## src/rtl/cpu_defs_pkg.sv

```systemverilog
// Shared core definitions: ALU operations, opcode/funct encodings and the decode bundle.
package cpu_defs;

  localparam int unsigned CORE_XLEN = 32;
  localparam int unsigned ALU_OP_W  = 5;
  localparam int unsigned REG_IDX_W = 5;
  localparam int unsigned INSTR_W   = 32;
  localparam int unsigned STALL_W   = 32;

  typedef enum logic [ALU_OP_W-1:0] {
    ALU_NOP   = 5'd0,
    ALU_ADD   = 5'd1,
    ALU_SUB   = 5'd2,
    ALU_XOR   = 5'd3,
    ALU_OR    = 5'd4,
    ALU_AND   = 5'd5,
    ALU_SLL   = 5'd6,
    ALU_SRL   = 5'd7,
    ALU_SRA   = 5'd8,
    ALU_SLT   = 5'd9,
    ALU_SLTU  = 5'd10,
    ALU_BEQ   = 5'd11,
    ALU_BNE   = 5'd12,
    ALU_BLT   = 5'd13,
    ALU_BGE   = 5'd14,
    ALU_BLTU  = 5'd15,
    ALU_BGEU  = 5'd16,
    ALU_PASSB = 5'd17
  } alu_op_t;

  localparam logic [6:0] OPCODE_OP     = 7'b0110011;
  localparam logic [6:0] OPCODE_OP_IMM = 7'b0010011;
  localparam logic [6:0] OPCODE_LOAD   = 7'b0000011;
  localparam logic [6:0] OPCODE_STORE  = 7'b0100011;
  localparam logic [6:0] OPCODE_BRANCH = 7'b1100011;
  localparam logic [6:0] OPCODE_JAL    = 7'b1101111;
  localparam logic [6:0] OPCODE_JALR   = 7'b1100111;
  localparam logic [6:0] OPCODE_LUI    = 7'b0110111;
  localparam logic [6:0] OPCODE_AUIPC  = 7'b0010111;

  localparam logic [2:0] FUNCT3_ADD_SUB = 3'b000;
  localparam logic [2:0] FUNCT3_SLL     = 3'b001;
  localparam logic [2:0] FUNCT3_SLT     = 3'b010;
  localparam logic [2:0] FUNCT3_SLTU    = 3'b011;
  localparam logic [2:0] FUNCT3_XOR     = 3'b100;
  localparam logic [2:0] FUNCT3_SRL_SRA = 3'b101;
  localparam logic [2:0] FUNCT3_OR      = 3'b110;
  localparam logic [2:0] FUNCT3_AND     = 3'b111;

  localparam logic [2:0] FUNCT3_BEQ  = 3'b000;
  localparam logic [2:0] FUNCT3_BNE  = 3'b001;
  localparam logic [2:0] FUNCT3_BLT  = 3'b100;
  localparam logic [2:0] FUNCT3_BGE  = 3'b101;
  localparam logic [2:0] FUNCT3_BLTU = 3'b110;
  localparam logic [2:0] FUNCT3_BGEU = 3'b111;

  localparam logic [6:0] FUNCT7_BASE = 7'b0000000;
  localparam logic [6:0] FUNCT7_ALT  = 7'b0100000;

  // Everything the execute stage receives with a decoded instruction.
  typedef struct packed {
    logic                  reg_write;
    logic                  mem_write;
    logic                  mem_read;
    logic                  alu_src;
    logic                  is_jump;
    logic                  is_jalr;
    logic                  is_branch;
    logic                  pc_src;
    alu_op_t               alu_op;
    logic [2:0]            funct3;
    logic [REG_IDX_W-1:0]  rs1;
    logic [REG_IDX_W-1:0]  rs2;
    logic [REG_IDX_W-1:0]  rd;
    logic [CORE_XLEN-1:0]  imm;
    logic [CORE_XLEN-1:0]  pc;
    logic                  illegal;
  } decode_bundle_t;

  // Register/immediate arithmetic ops; returns 0 for unsupported funct3/funct7 pairs.
  function automatic logic arith_decode(input logic [2:0] f3, input logic [6:0] f7,
                                        input logic is_imm, input logic en_unsigned,
                                        output alu_op_t op);
    logic ok;
    logic plain;
    ok    = 1'b1;
    op    = ALU_NOP;
    plain = is_imm || (f7 == FUNCT7_BASE);
    case (f3)
      FUNCT3_ADD_SUB: begin
        if (!is_imm && f7 == FUNCT7_ALT) op = ALU_SUB;
        else if (plain)                  op = ALU_ADD;
        else                             ok = 1'b0;
      end
      FUNCT3_SLL: begin
        if (f7 == FUNCT7_BASE) op = ALU_SLL;
        else                   ok = 1'b0;
      end
      FUNCT3_SLT: begin
        if (plain) op = ALU_SLT;
        else       ok = 1'b0;
      end
      FUNCT3_SLTU: begin
        if (plain && en_unsigned) op = ALU_SLTU;
        else                      ok = 1'b0;
      end
      FUNCT3_XOR: begin
        if (plain) op = ALU_XOR;
        else       ok = 1'b0;
      end
      FUNCT3_SRL_SRA: begin
        if (f7 == FUNCT7_BASE)     op = ALU_SRL;
        else if (f7 == FUNCT7_ALT) op = ALU_SRA;
        else                       ok = 1'b0;
      end
      FUNCT3_OR: begin
        if (plain) op = ALU_OR;
        else       ok = 1'b0;
      end
      FUNCT3_AND: begin
        if (plain) op = ALU_AND;
        else       ok = 1'b0;
      end
      default: ok = 1'b0;
    endcase
    return ok;
  endfunction

  // Load sizes LB/LH/LW/LBU/LHU; stores only LB/LH/LW equivalents.
  function automatic logic mem_size_ok(input logic [2:0] f3, input logic is_load);
    logic ok;
    case (f3)
      3'b000, 3'b001, 3'b010: ok = 1'b1;
      3'b100, 3'b101:         ok = is_load;
      default:                ok = 1'b0;
    endcase
    return ok;
  endfunction

endpackage

```

## src/rtl/decode_stage_logic.sv

```systemverilog
// Combinational instruction decode: control bundle plus source-register usage.
module decode_logic
  import cpu_defs::*;
#(
  parameter int unsigned XLEN        = CORE_XLEN,
  parameter bit          EN_UNSIGNED = 1'b1
) (
  input  logic [INSTR_W-1:0] instr,
  input  logic [XLEN-1:0]    pc,
  output decode_bundle_t     bundle,
  output logic               uses_rs1,
  output logic               uses_rs2
);

  logic [6:0]  opcode;
  logic [2:0]  funct3;
  logic [6:0]  funct7;
  logic [31:0] imm_i;
  logic [31:0] imm_s;
  logic [31:0] imm_b;
  logic [31:0] imm_j;
  logic [31:0] imm_u;
  logic        legal;
  alu_op_t     arith_op;

  assign opcode = instr[6:0];
  assign funct3 = instr[14:12];
  assign funct7 = instr[31:25];

  // Immediate formats, all sign-extended from instr[31].
  assign imm_i = {{20{instr[31]}}, instr[31:20]};
  assign imm_s = {{20{instr[31]}}, instr[31:25], instr[11:7]};
  assign imm_b = {{19{instr[31]}}, instr[31], instr[7], instr[30:25], instr[11:8], 1'b0};
  assign imm_j = {{11{instr[31]}}, instr[31], instr[19:12], instr[20], instr[30:21], 1'b0};
  assign imm_u = {instr[31:12], 12'b0};

  // Opcode decode; unsupported encodings collapse to an illegal bundle with no side effects.
  always_comb begin
    bundle        = '0;
    bundle.alu_op = ALU_NOP;
    bundle.funct3 = funct3;
    bundle.rs1    = instr[19:15];
    bundle.rs2    = instr[24:20];
    bundle.rd     = instr[11:7];
    bundle.pc     = CORE_XLEN'(pc);
    uses_rs1      = 1'b0;
    uses_rs2      = 1'b0;
    legal         = 1'b1;
    arith_op      = ALU_NOP;

    case (opcode)
      OPCODE_OP: begin
        uses_rs1         = 1'b1;
        uses_rs2         = 1'b1;
        bundle.reg_write = 1'b1;
        legal            = arith_decode(funct3, funct7, 1'b0, EN_UNSIGNED, arith_op);
        bundle.alu_op    = arith_op;
      end
      OPCODE_OP_IMM: begin
        uses_rs1         = 1'b1;
        bundle.reg_write = 1'b1;
        bundle.alu_src   = 1'b1;
        bundle.imm       = CORE_XLEN'($signed(imm_i));
        legal            = arith_decode(funct3, funct7, 1'b1, EN_UNSIGNED, arith_op);
        bundle.alu_op    = arith_op;
      end
      OPCODE_LOAD: begin
        uses_rs1         = 1'b1;
        bundle.reg_write = 1'b1;
        bundle.mem_read  = 1'b1;
        bundle.alu_src   = 1'b1;
        bundle.alu_op    = ALU_ADD;
        bundle.imm       = CORE_XLEN'($signed(imm_i));
        legal            = mem_size_ok(funct3, 1'b1);
      end
      OPCODE_STORE: begin
        uses_rs1         = 1'b1;
        uses_rs2         = 1'b1;
        bundle.mem_write = 1'b1;
        bundle.alu_src   = 1'b1;
        bundle.alu_op    = ALU_ADD;
        bundle.imm       = CORE_XLEN'($signed(imm_s));
        legal            = mem_size_ok(funct3, 1'b0);
      end
      OPCODE_BRANCH: begin
        uses_rs1         = 1'b1;
        uses_rs2         = 1'b1;
        bundle.is_branch = 1'b1;
        bundle.imm       = CORE_XLEN'($signed(imm_b));
        case (funct3)
          FUNCT3_BEQ:  bundle.alu_op = ALU_BEQ;
          FUNCT3_BNE:  bundle.alu_op = ALU_BNE;
          FUNCT3_BLT:  bundle.alu_op = ALU_BLT;
          FUNCT3_BGE:  bundle.alu_op = ALU_BGE;
          FUNCT3_BLTU: begin
            bundle.alu_op = ALU_BLTU;
            legal         = EN_UNSIGNED;
          end
          FUNCT3_BGEU: begin
            bundle.alu_op = ALU_BGEU;
            legal         = EN_UNSIGNED;
          end
          default: legal = 1'b0;
        endcase
      end
      OPCODE_JAL: begin
        bundle.reg_write = 1'b1;
        bundle.is_jump   = 1'b1;
        bundle.pc_src    = 1'b1;
        bundle.alu_src   = 1'b1;
        bundle.alu_op    = ALU_ADD;
        bundle.imm       = CORE_XLEN'($signed(imm_j));
      end
      OPCODE_JALR: begin
        uses_rs1         = 1'b1;
        bundle.reg_write = 1'b1;
        bundle.is_jump   = 1'b1;
        bundle.is_jalr   = 1'b1;
        bundle.pc_src    = 1'b1;
        bundle.alu_src   = 1'b1;
        bundle.alu_op    = ALU_ADD;
        bundle.imm       = CORE_XLEN'($signed(imm_i));
        legal            = (funct3 == 3'b000);
      end
      OPCODE_LUI: begin
        bundle.reg_write = 1'b1;
        bundle.alu_src   = 1'b1;
        bundle.alu_op    = ALU_PASSB;
        bundle.imm       = CORE_XLEN'($signed(imm_u));
      end
      OPCODE_AUIPC: begin
        bundle.reg_write = 1'b1;
        bundle.alu_src   = 1'b1;
        bundle.pc_src    = 1'b1;
        bundle.alu_op    = ALU_ADD;
        bundle.imm       = CORE_XLEN'($signed(imm_u));
      end
      default: legal = 1'b0;
    endcase

    // Illegal instructions keep their raw fields but must not write, access memory or redirect.
    if (!legal) begin
      bundle.reg_write = 1'b0;
      bundle.mem_write = 1'b0;
      bundle.mem_read  = 1'b0;
      bundle.alu_src   = 1'b0;
      bundle.is_jump   = 1'b0;
      bundle.is_jalr   = 1'b0;
      bundle.is_branch = 1'b0;
      bundle.pc_src    = 1'b0;
      bundle.alu_op    = ALU_NOP;
      bundle.imm       = '0;
      bundle.illegal   = 1'b1;
      uses_rs1         = 1'b0;
      uses_rs2         = 1'b0;
    end
  end

endmodule

```

## src/rtl/decode_stage.sv

```systemverilog
// Registered decode stage: valid/ready output register, load-use bubble insertion, flush, stall counter.
module decode_stage
  import cpu_defs::*;
#(
  parameter int unsigned XLEN        = CORE_XLEN,
  parameter bit          EN_UNSIGNED = 1'b1
) (
  input  logic                 clk,
  input  logic                 rst,
  input  logic                 in_valid,
  output logic                 in_ready,
  input  logic [INSTR_W-1:0]   in_instr,
  input  logic [XLEN-1:0]      in_pc,
  input  logic                 flush,
  output logic                 out_valid,
  input  logic                 out_ready,
  output logic                 out_reg_write,
  output logic                 out_mem_write,
  output logic                 out_mem_read,
  output logic                 out_alu_src,
  output logic                 out_is_jump,
  output logic                 out_is_jalr,
  output logic                 out_is_branch,
  output logic                 out_pc_src,
  output logic [ALU_OP_W-1:0]  out_alu_op,
  output logic [2:0]           out_funct3,
  output logic [REG_IDX_W-1:0] out_rs1,
  output logic [REG_IDX_W-1:0] out_rs2,
  output logic [REG_IDX_W-1:0] out_rd,
  output logic [XLEN-1:0]      out_imm,
  output logic [XLEN-1:0]      out_pc,
  output logic                 out_illegal,
  output logic [STALL_W-1:0]   stall_cnt
);

  decode_bundle_t     dec;
  decode_bundle_t     bundle_q;
  logic               valid_q;
  logic               uses_rs1;
  logic               uses_rs2;
  logic               slot_free;
  logic               hazard;
  logic [STALL_W-1:0] stall_q;

  decode_logic #(
    .XLEN        (XLEN),
    .EN_UNSIGNED (EN_UNSIGNED)
  ) u_decode (
    .instr    (in_instr),
    .pc       (in_pc),
    .bundle   (dec),
    .uses_rs1 (uses_rs1),
    .uses_rs2 (uses_rs2)
  );

  // Load-use: the held load's destination is read by the incoming instruction.
  assign slot_free = !valid_q || out_ready;
  assign hazard    = in_valid && valid_q && bundle_q.mem_read && (bundle_q.rd != '0) &&
                     ((uses_rs1 && dec.rs1 == bundle_q.rd) ||
                      (uses_rs2 && dec.rs2 == bundle_q.rd));
  assign in_ready  = flush || (slot_free && !hazard);

  // Output register: flush wins, then accept, then drain (a drain during a hazard is the bubble).
  always_ff @(posedge clk or posedge rst) begin
    if (rst) begin
      valid_q  <= 1'b0;
      bundle_q <= '0;
    end else if (flush) begin
      valid_q  <= 1'b0;
    end else if (in_valid && in_ready) begin
      valid_q  <= 1'b1;
      bundle_q <= dec;
    end else if (out_ready) begin
      valid_q  <= 1'b0;
    end
  end

  // Saturating count of cycles spent stalled on a load-use hazard.
  always_ff @(posedge clk or posedge rst) begin
    if (rst) begin
      stall_q <= '0;
    end else if (hazard && !flush && stall_q != '1) begin
      stall_q <= stall_q + STALL_W'(1);
    end
  end

  assign out_valid     = valid_q;
  assign out_reg_write = bundle_q.reg_write;
  assign out_mem_write = bundle_q.mem_write;
  assign out_mem_read  = bundle_q.mem_read;
  assign out_alu_src   = bundle_q.alu_src;
  assign out_is_jump   = bundle_q.is_jump;
  assign out_is_jalr   = bundle_q.is_jalr;
  assign out_is_branch = bundle_q.is_branch;
  assign out_pc_src    = bundle_q.pc_src;
  assign out_alu_op    = bundle_q.alu_op;
  assign out_funct3    = bundle_q.funct3;
  assign out_rs1       = bundle_q.rs1;
  assign out_rs2       = bundle_q.rs2;
  assign out_rd        = bundle_q.rd;
  assign out_imm       = XLEN'($signed(bundle_q.imm));
  assign out_pc        = XLEN'(bundle_q.pc);
  assign out_illegal   = bundle_q.illegal;
  assign stall_cnt     = stall_q;

endmodule

```

## config.mk

```make
export PLATFORM = sky130hd
export DESIGN_NAME = decode_stage
export DESIGN_NICKNAME = d
export VERILOG_FILES = /design/src/rtl/cpu_defs_pkg.sv /design/src/rtl/decode_stage_logic.sv /design/src/rtl/decode_stage.sv
export SDC_FILE = /design/constraint.sdc
export NUM_CORES = 1
export LEC_CHECK = 0
export CAP_MARGIN = 20
export CORE_MARGIN = 2
export CORE_UTILIZATION = 46
export DETAILED_ROUTE_END_ITERATION = 12
export PLACE_DENSITY = 0.8
export SYNTH_ARGS = -nofsm -noshare
export SYNTH_HDL_FRONTEND = slang
export SYNTH_SLANG_ARGS = --single-unit
```

## constraint.sdc

```tcl
create_clock -name clk -period 4.4 [get_ports clk]
set_input_delay 0.44 -clock clk [delete_from_list [all_inputs] [get_ports clk]]
set_output_delay 0.44 -clock clk [all_outputs]
set_load 0.005 [all_outputs]
```

==> metrics.txt, run 1 <==
Rel. slew slack=0.371; Post-CTS Repair Setup Buffers=0; WL/cell=approximately 18 microns; Synthesis Warnings=0; DRT antenna net count=0; Post-Syn Nets=between 600 and 700; critical-path maximum fanout=12; Remaining DRCs=0; RSZ-0062 raised after global routing=false; Synth area leaders=dfrtp_1 (53%), mux2_2 (9.9%), xnor2_1 (4.9%); Final setup viols=0; synth cell count leaders=dfrtp_1 (129), mux2_2 (53), nand2_1 (48); Layout area overhead=44.5%; max-slew violations=0; Post-synth EDFFs=0; cts repair resizes=0; Max Cap Violations=0; core area=12700 sq um; post-synthesis register bit count=roughly 130; Setup WS pre-CTS=roughly 0.76 ns; Die ar.=14100 sq um; slew at the pin closest to its max-slew limit=0.940 ns; Fill cells=between 900 and 1000; ys async rst share=1.00; Routability Congestion=around 0.86; Power Density=370 nW/um^2; vias in the first global route=~5200; 1st-iter DRT viols=523; Detail Placement HPWL=around 12000 microns; initial core utilization=0.475; Tcrit/Tclk final=0.830; final hold slack=0.484 ns; Site Rows=41; r2r setup slk=1.46 ns; initial antenna violation count=0; Die Y=119 microns; Synth Flop Type=dfrtp_1; Clock Sinks=between 100 and 150; Worst Setup SP=in_instr[2]; CTS Root Cell=clkbuf_16; GRT Total Usage=0.240; status=finished, final reports clean; met2 wire length=a little over 8000 microns; Net count, final=a little over 800; total length of routed met3 wires=between 1500 and 2000 microns; startpoint class of the critical path=primary input; global-route wire length before repair=between 20000 and 30000 microns; fin util=0.687; top-area cell type share of the netlist area=0.534; grt ovf=0; fraction of layout cells with a size suffix above 1=0.132; worst vdd ir=around 0.33 mV; final wirelength=16800 microns; ant diodes=0; final std cell area, no fill=about 8700 sq um; CTS tree=done; worst-case reg-to-reg path depth=7; Static Leak=between 0.003 and 0.004 uW; Syn Std Cell Area=6040 sq um; post-synthesis sequential area ratio=0.534; Tmin final=3.65 ns; CP required=between 3 and 4 ns; DR vias=5174; Die Width=about 120 microns; cells after synthesis=552; Clock H-tree levels=4; maximum clock rate=between 200 and 300 MHz; Fin. Hold Viols=0; Setup WS post-layout=roughly 0.75 ns; count leader, synth=dfrtp_1; worst setup path class=in2out; Crit path arrival time=3.21 ns; IO Count=199; Synth area leader=dfrtp_1; number of CTS-inserted buffers=17; clk_lat worst skew=between 0.4 and 0.5 ns; synth unique cells=56; worst setup skew after layout=0.00841 ns; WHS Path Cells=2; R2R Path Start=out_rd[1]; clock-pin transition on the worst setup and hold timing paths=0.06 ns; port buffer count=around 200; Fin Setup TNS=0 ns; hold-fix buffers at CTS=0; Vias/cell=roughly 5.6; Hold Path Origin=out_pc_src; CP Capture Type=output port; worst min-delay path class=reg2reg; Initial DRT Pass Iterations=5; max layer used=met4; largest net degree at the start of global routing=78; met1 wire length=6580 microns; DP Area=8130 sq um; synthesized area per cell=approximately 11 sq um; Longest Clk Path Bufs=2
[path summary, 6_finish.rpt]
kind,to
worst max-delay path,in_ready
worst min-delay path,out_pc_src
worst max register to register,out_imm[10]
worst min register to register,out_pc_src
max in group asynchronous,out_imm[27]
min in group asynchronous,out_pc[27]
[critical path, stage by stage]
cell             delay, ns
clkdlybuf4s50_1       0.69
and4bb_2              0.38
nand2_1               0.09
a2111oi_0             0.07
o21ai_1               0.66
nor2_1                0.21
nor2_1                0.16
clkdlybuf4s50_1       0.51
[where the power goes]
group / internal, uW / total [uW] / switching, uW / leakage (uW)
sequential: 1270 / 1330 / 54.6 / 0.00169
combinational: 288 / 466 / 177 / 0.00164
clock: 931 / 1440 / 506 / 0.000292
[flip-flops by register name, indices dropped and copies added (netlist names)]
signal,cells
out_is_branch,1
out_is_jalr,1
out_mem_write,1
out_imm,32
out_pc,32
out_reg_write,1
out_pc_src,1
stall_cnt,32
out_is_jump,1
out_alu_op,5
out_mem_read,1
out_rd,5
out_valid,1
out_funct3,3
out_rs1,5
out_alu_src,1
out_illegal,1
out_rs2,5
[layer usage]
layer,global-route usage,vias up
met5,0,-
met4,0.0655,0
met3,0.0994,18
met2,0.397,252
met1,0.290,2541
li1,-,2363
[through the flow]
step | instances | power [uW]
floorplan | 552 | 1520
global placement | 897 | 1800
detailed placement | 897 | 1810
CTS | 929 | 3250
global route | 929 | 3350
finish | 929 | 3230
[logic make-up (layout without fill, tap and decap cells)]
kind of cell    after synthesis  count (layout)  share of synthesized area
mux                          53              53                     0.0987
buf+inv                      39             244                     0.0342
xor+xnor                     41              41                     0.0594
compound gates              112             112                      0.114
simple gates                177             177                      0.158
fa+ha+maj                     1               1                    0.00207
flops                       129             129                      0.534
[final cells by class]
| cell class | count | area (sq um) | area share |
|---|---|---|---|
| Multi-Input combinational cell | 384 | 2610 | 0.299 |
| Timing Repair Buffer | 205 | 2050 | 0.234 |
| Sequential cell | 129 | 3230 | 0.370 |
| Clock inverter | 10 | 133 | 0.0152 |
| Inverter | 7 | 28.8 | 0.00329 |
| Tap cell | 172 | 215 | 0.0246 |
| Clock buffer | 22 | 474 | 0.0543 |
[cell usage in the layout, fill, tap and decap left out, types with 2 or more instances in the layout]
cell type        instances
nor2b_1                  6
a31oi_1                  6
dfrtp_1                129
a2111oi_0                2
nor3_1                   7
a211oi_1                 2
clkbuf_1                 2
clkbuf_16               17
bufinv_16                3
clkbuf_8                 3
nand2_1                 48
o21ai_0                 45
and3b_1                  2
and3_1                  18
clkinvlp_4               3
a21o_1                   2
clkinv_2                 4
and4b_1                  2
nor4_1                   3
and2_1                   3
a22oi_1                  5
a21oi_1                 29
a2bb2oi_1                2
and2_0                   2
xor2_1                   7
inv_1                    6
and4_1                   7
xnor2_1                 34
nand2b_1                 4
nand3_1                 25
mux2_2                  53
nor2_1                  24
buf_4                    6
a22o_1                   8
nand4_1                 15
clkdlybuf4s50_1        198
Note: power is estimated with default switching activity, not from simulation.
==> run 2: changes to the inputs <==
- CORE_UTILIZATION: 46 -> 42
- PLACE_DENSITY: 0.8 -> 0.77
- clock period: 4.4 -> 3 ns (I/O delays scaled with it)
==> run 2 against run 1 <==
Compared with the run above:
- worst hold slack lost 0.11 ns
- routed wire length grew 2.7%
- final cell count grew 5.4%
- non-clock buffer count grew 42
- critical path type is now in2reg
- via count grew 3.9%
- largest cell class unchanged
- flip-flop and latch count is the same
- combinational power grew 55%
- register-to-register slack lost 0.95 ns
- clock skew grew 0.0052 ns
- clock power grew 42%
- power grew 46%
==> metrics.txt, run 2 (synthesis gave the netlist of run 1 again) <==
status=finished, final reports clean (unchanged); Rel. slew slack=0.601 (was 0.371); Max Cap Violations=0 (unchanged); placed cells=945 (was 897); worst setup skew after layout=0.0136 ns (was 0.00841 ns); WL/cell=17.6 microns (was 18.1 microns); fraction of layout cells with a size suffix above 1=0.181 (was 0.132); r2r setup slk=0.51 ns (was 1.46 ns); Initial DRT Pass Iterations=5 (unchanged); Fin. Hold Viols=0 (unchanged); initial antenna violation count=0 (unchanged); Detail Placement HPWL=12600 microns (was 12100 microns); Tcrit/Tclk final=0.939; Sequential Power Share=0.413 (was 0.411); clk_lat worst skew=0.42 ns (was 0.41 ns); startpoint class of the critical path=primary input (unchanged); max-slew violations=0 (unchanged); final cell count without fillers=979 (was 929); Static Leak=0.00383 uW (was 0.00361 uW); initial core utilization=0.432 (was 0.475); RSZ-0062 raised after global routing=false (unchanged); Sw Share=0.229 (about the same); fin util=0.652 (was 0.687); core area=14000 sq um (was 12700 sq um); Crit path arrival time=3.11 ns (was 3.21 ns); Remaining DRCs=0 (unchanged); most frequent cells in the layout=clkdlybuf4s50_1 (196), dfrtp_1 (129), mux2_2 (53) (was clkdlybuf4s50_1 (198), dfrtp_1 (129), mux2_2 (53)); maximum clock rate=roughly 350 MHz; sw power=1080 uW (was 738 uW); Layout area overhead=50.9% (was 44.5%); CP required=3.29 ns (was 3.96 ns); Die Y=124 microns (was 119 microns); Clock H-tree levels=4 (unchanged); vias in the first global route=5250 (was 5212); final wirelength=17200 microns (was 16800 microns); Gate power share=0.153 (was 0.144); slew at the pin closest to its max-slew limit=0.597 ns (was 0.940 ns); port buffer count=198 (unchanged); Longest Clk Path Bufs=2 (unchanged); Vias/cell=5.49 (was 5.57); IO Count=199 (unchanged); commonest non-fill, non-tap cell in the layout=clkdlybuf4s50_1 (unchanged); Tmin final=between 2 and 3 ns; DR vias=5376 (was 5174); Die Width=124 microns (was 119 microns); grt ovf=0 (unchanged); Setup WS pre-CTS=-0.133 ns (was 0.757 ns); Power Density=516 nW/um^2 (was 370 nW/um^2); DRT antenna net count=0 (unchanged); Final setup viols=0 (unchanged); P_int=3620 uW (was 2490 uW); Net count, final=856 (was 814); CP Capture Type=flip-flop (was output port); clock-pin transition on the worst setup and hold timing paths=0.05 ns (was 0.06 ns); ant diodes=0 (unchanged); Site Rows=43 (was 41); GRT Total Usage=0.230 (was 0.240); worst vdd ir=0.349 mV (was 0.327 mV); CTS Root Cell=clkbuf_16 (unchanged); global-route wire length before repair=27100 microns (was 26900 microns); CTS tree=done (unchanged); largest net degree at the start of global routing=101 (was 78); critical-path maximum fanout=60 (was 12); clock share of power=0.434 (was 0.445); 1st-iter DRT viols=443 (was 523); Routability Congestion=0.892 (was 0.856); number of CTS-inserted buffers=17 (unchanged); Die ar.=15400 sq um (was 14100 sq um); worst min-delay path class=in2async (was reg2reg); Setup WS post-layout=0.182 ns (was 0.746 ns); worst setup path class=in2reg (was in2out); Clock Sinks=129 (unchanged)
-- run 2: cell count changes in the layout (fill, tap and decap cells not counted), moves of 2 or more --
| cell | delta |
|---|---|
| buf_12 | +3 |
| buf_4 | +39 |
| clkdlybuf4s50_1 | -2 |
| clkinvlp_4 | +2 |
| dlymetal6s2s_1 | +2 |
-- run 2: cell type report --
type / count / area (sq um)
clock inverters: 9 / 105
multi-input cells: 384 / 2640
repair buffers: 247 / 2400
fillers: 1082 / 4870
flip-flops and latches: 129 / 3230
clock buffers: 23 / 488
inverters: 7 / 30.0
well taps: 180 / 225
-- run 2: worst paths after layout --
path	to	startpoint	cells after the start
min in group clk	out_imm[15]	out_imm[15]	2
worst max register to register	out_imm[5]	out_rd[1]	8
worst max-delay path	out_pc[13]	in_instr[27]	9
worst min-delay path	out_pc[18]	rst	3
max in group asynchronous	out_imm[20]	rst	3
worst min register to register	out_imm[15]	out_imm[15]	2
-- run 2: routing by layer --
metal / part of all wire / vias up / global-route usage
li1: - / 2456 / -
met1: 0.42 / 2653 / 0.295
met2: 0.49 / 249 / 0.373
met3: 0.082 / 18 / 0.0806
met4: 0.0097 / 0 / 0.0618
met5: 0 / - / 0
-- run 2: power groups by stage --
stage,clock [uW],sequential (uW),combinational [uW]
final,2040,1940,720
after global routing,2180,1960,783
after CTS,2080,1940,725
after detailed placement,0,1970,721
after global placement,0,1970,706
after floorplan,0,1970,258
-- run 2: repair_timing --
action | 4_1_cts | 5_1_grt
setup buffers | 0 | 2
hold buffers | 0 | 0
setup endpoints to repair | 1 | 1
resized for setup | 3 | 6
pin swaps | 0 | 4
hold endpoints to repair | 0 | 0
-- run 2: worst max-delay path: stages --
cell,delay (ns)
clkdlybuf4s50_1,0.42
or4_4,0.59
a2111oi_4,0.33
o2111ai_2,0.18
and4_4,0.26
buf_4,0.15
o21ai_4,0.15
buf_12,0.28
mux2_2,0.38
-- run 2: through the flow --
| step | TNS [ns] | area (sq um) | hold slack [ns] | power (uW) |
|---|---|---|---|---|
| after floorplan | 0 | 6050 | 0.363 | 2230 |
| after CTS | 0 | 9080 | 0.382 | 4750 |
| after detailed placement | -6.07 | 8480 | 0.471 | 2690 |
| final | 0 | 9120 | 0.378 | 4700 |
| after global placement | -3.17 | 8480 | 0.463 | 2670 |
| after global routing | 0 | 9120 | 0.417 | 4920 |
==> run 3: changes to the inputs <==
- TNS_END_PERCENT: not set -> 1
==> results of run 3 <==
No change in the layout: final DEF, timing and power equal those of run 2.
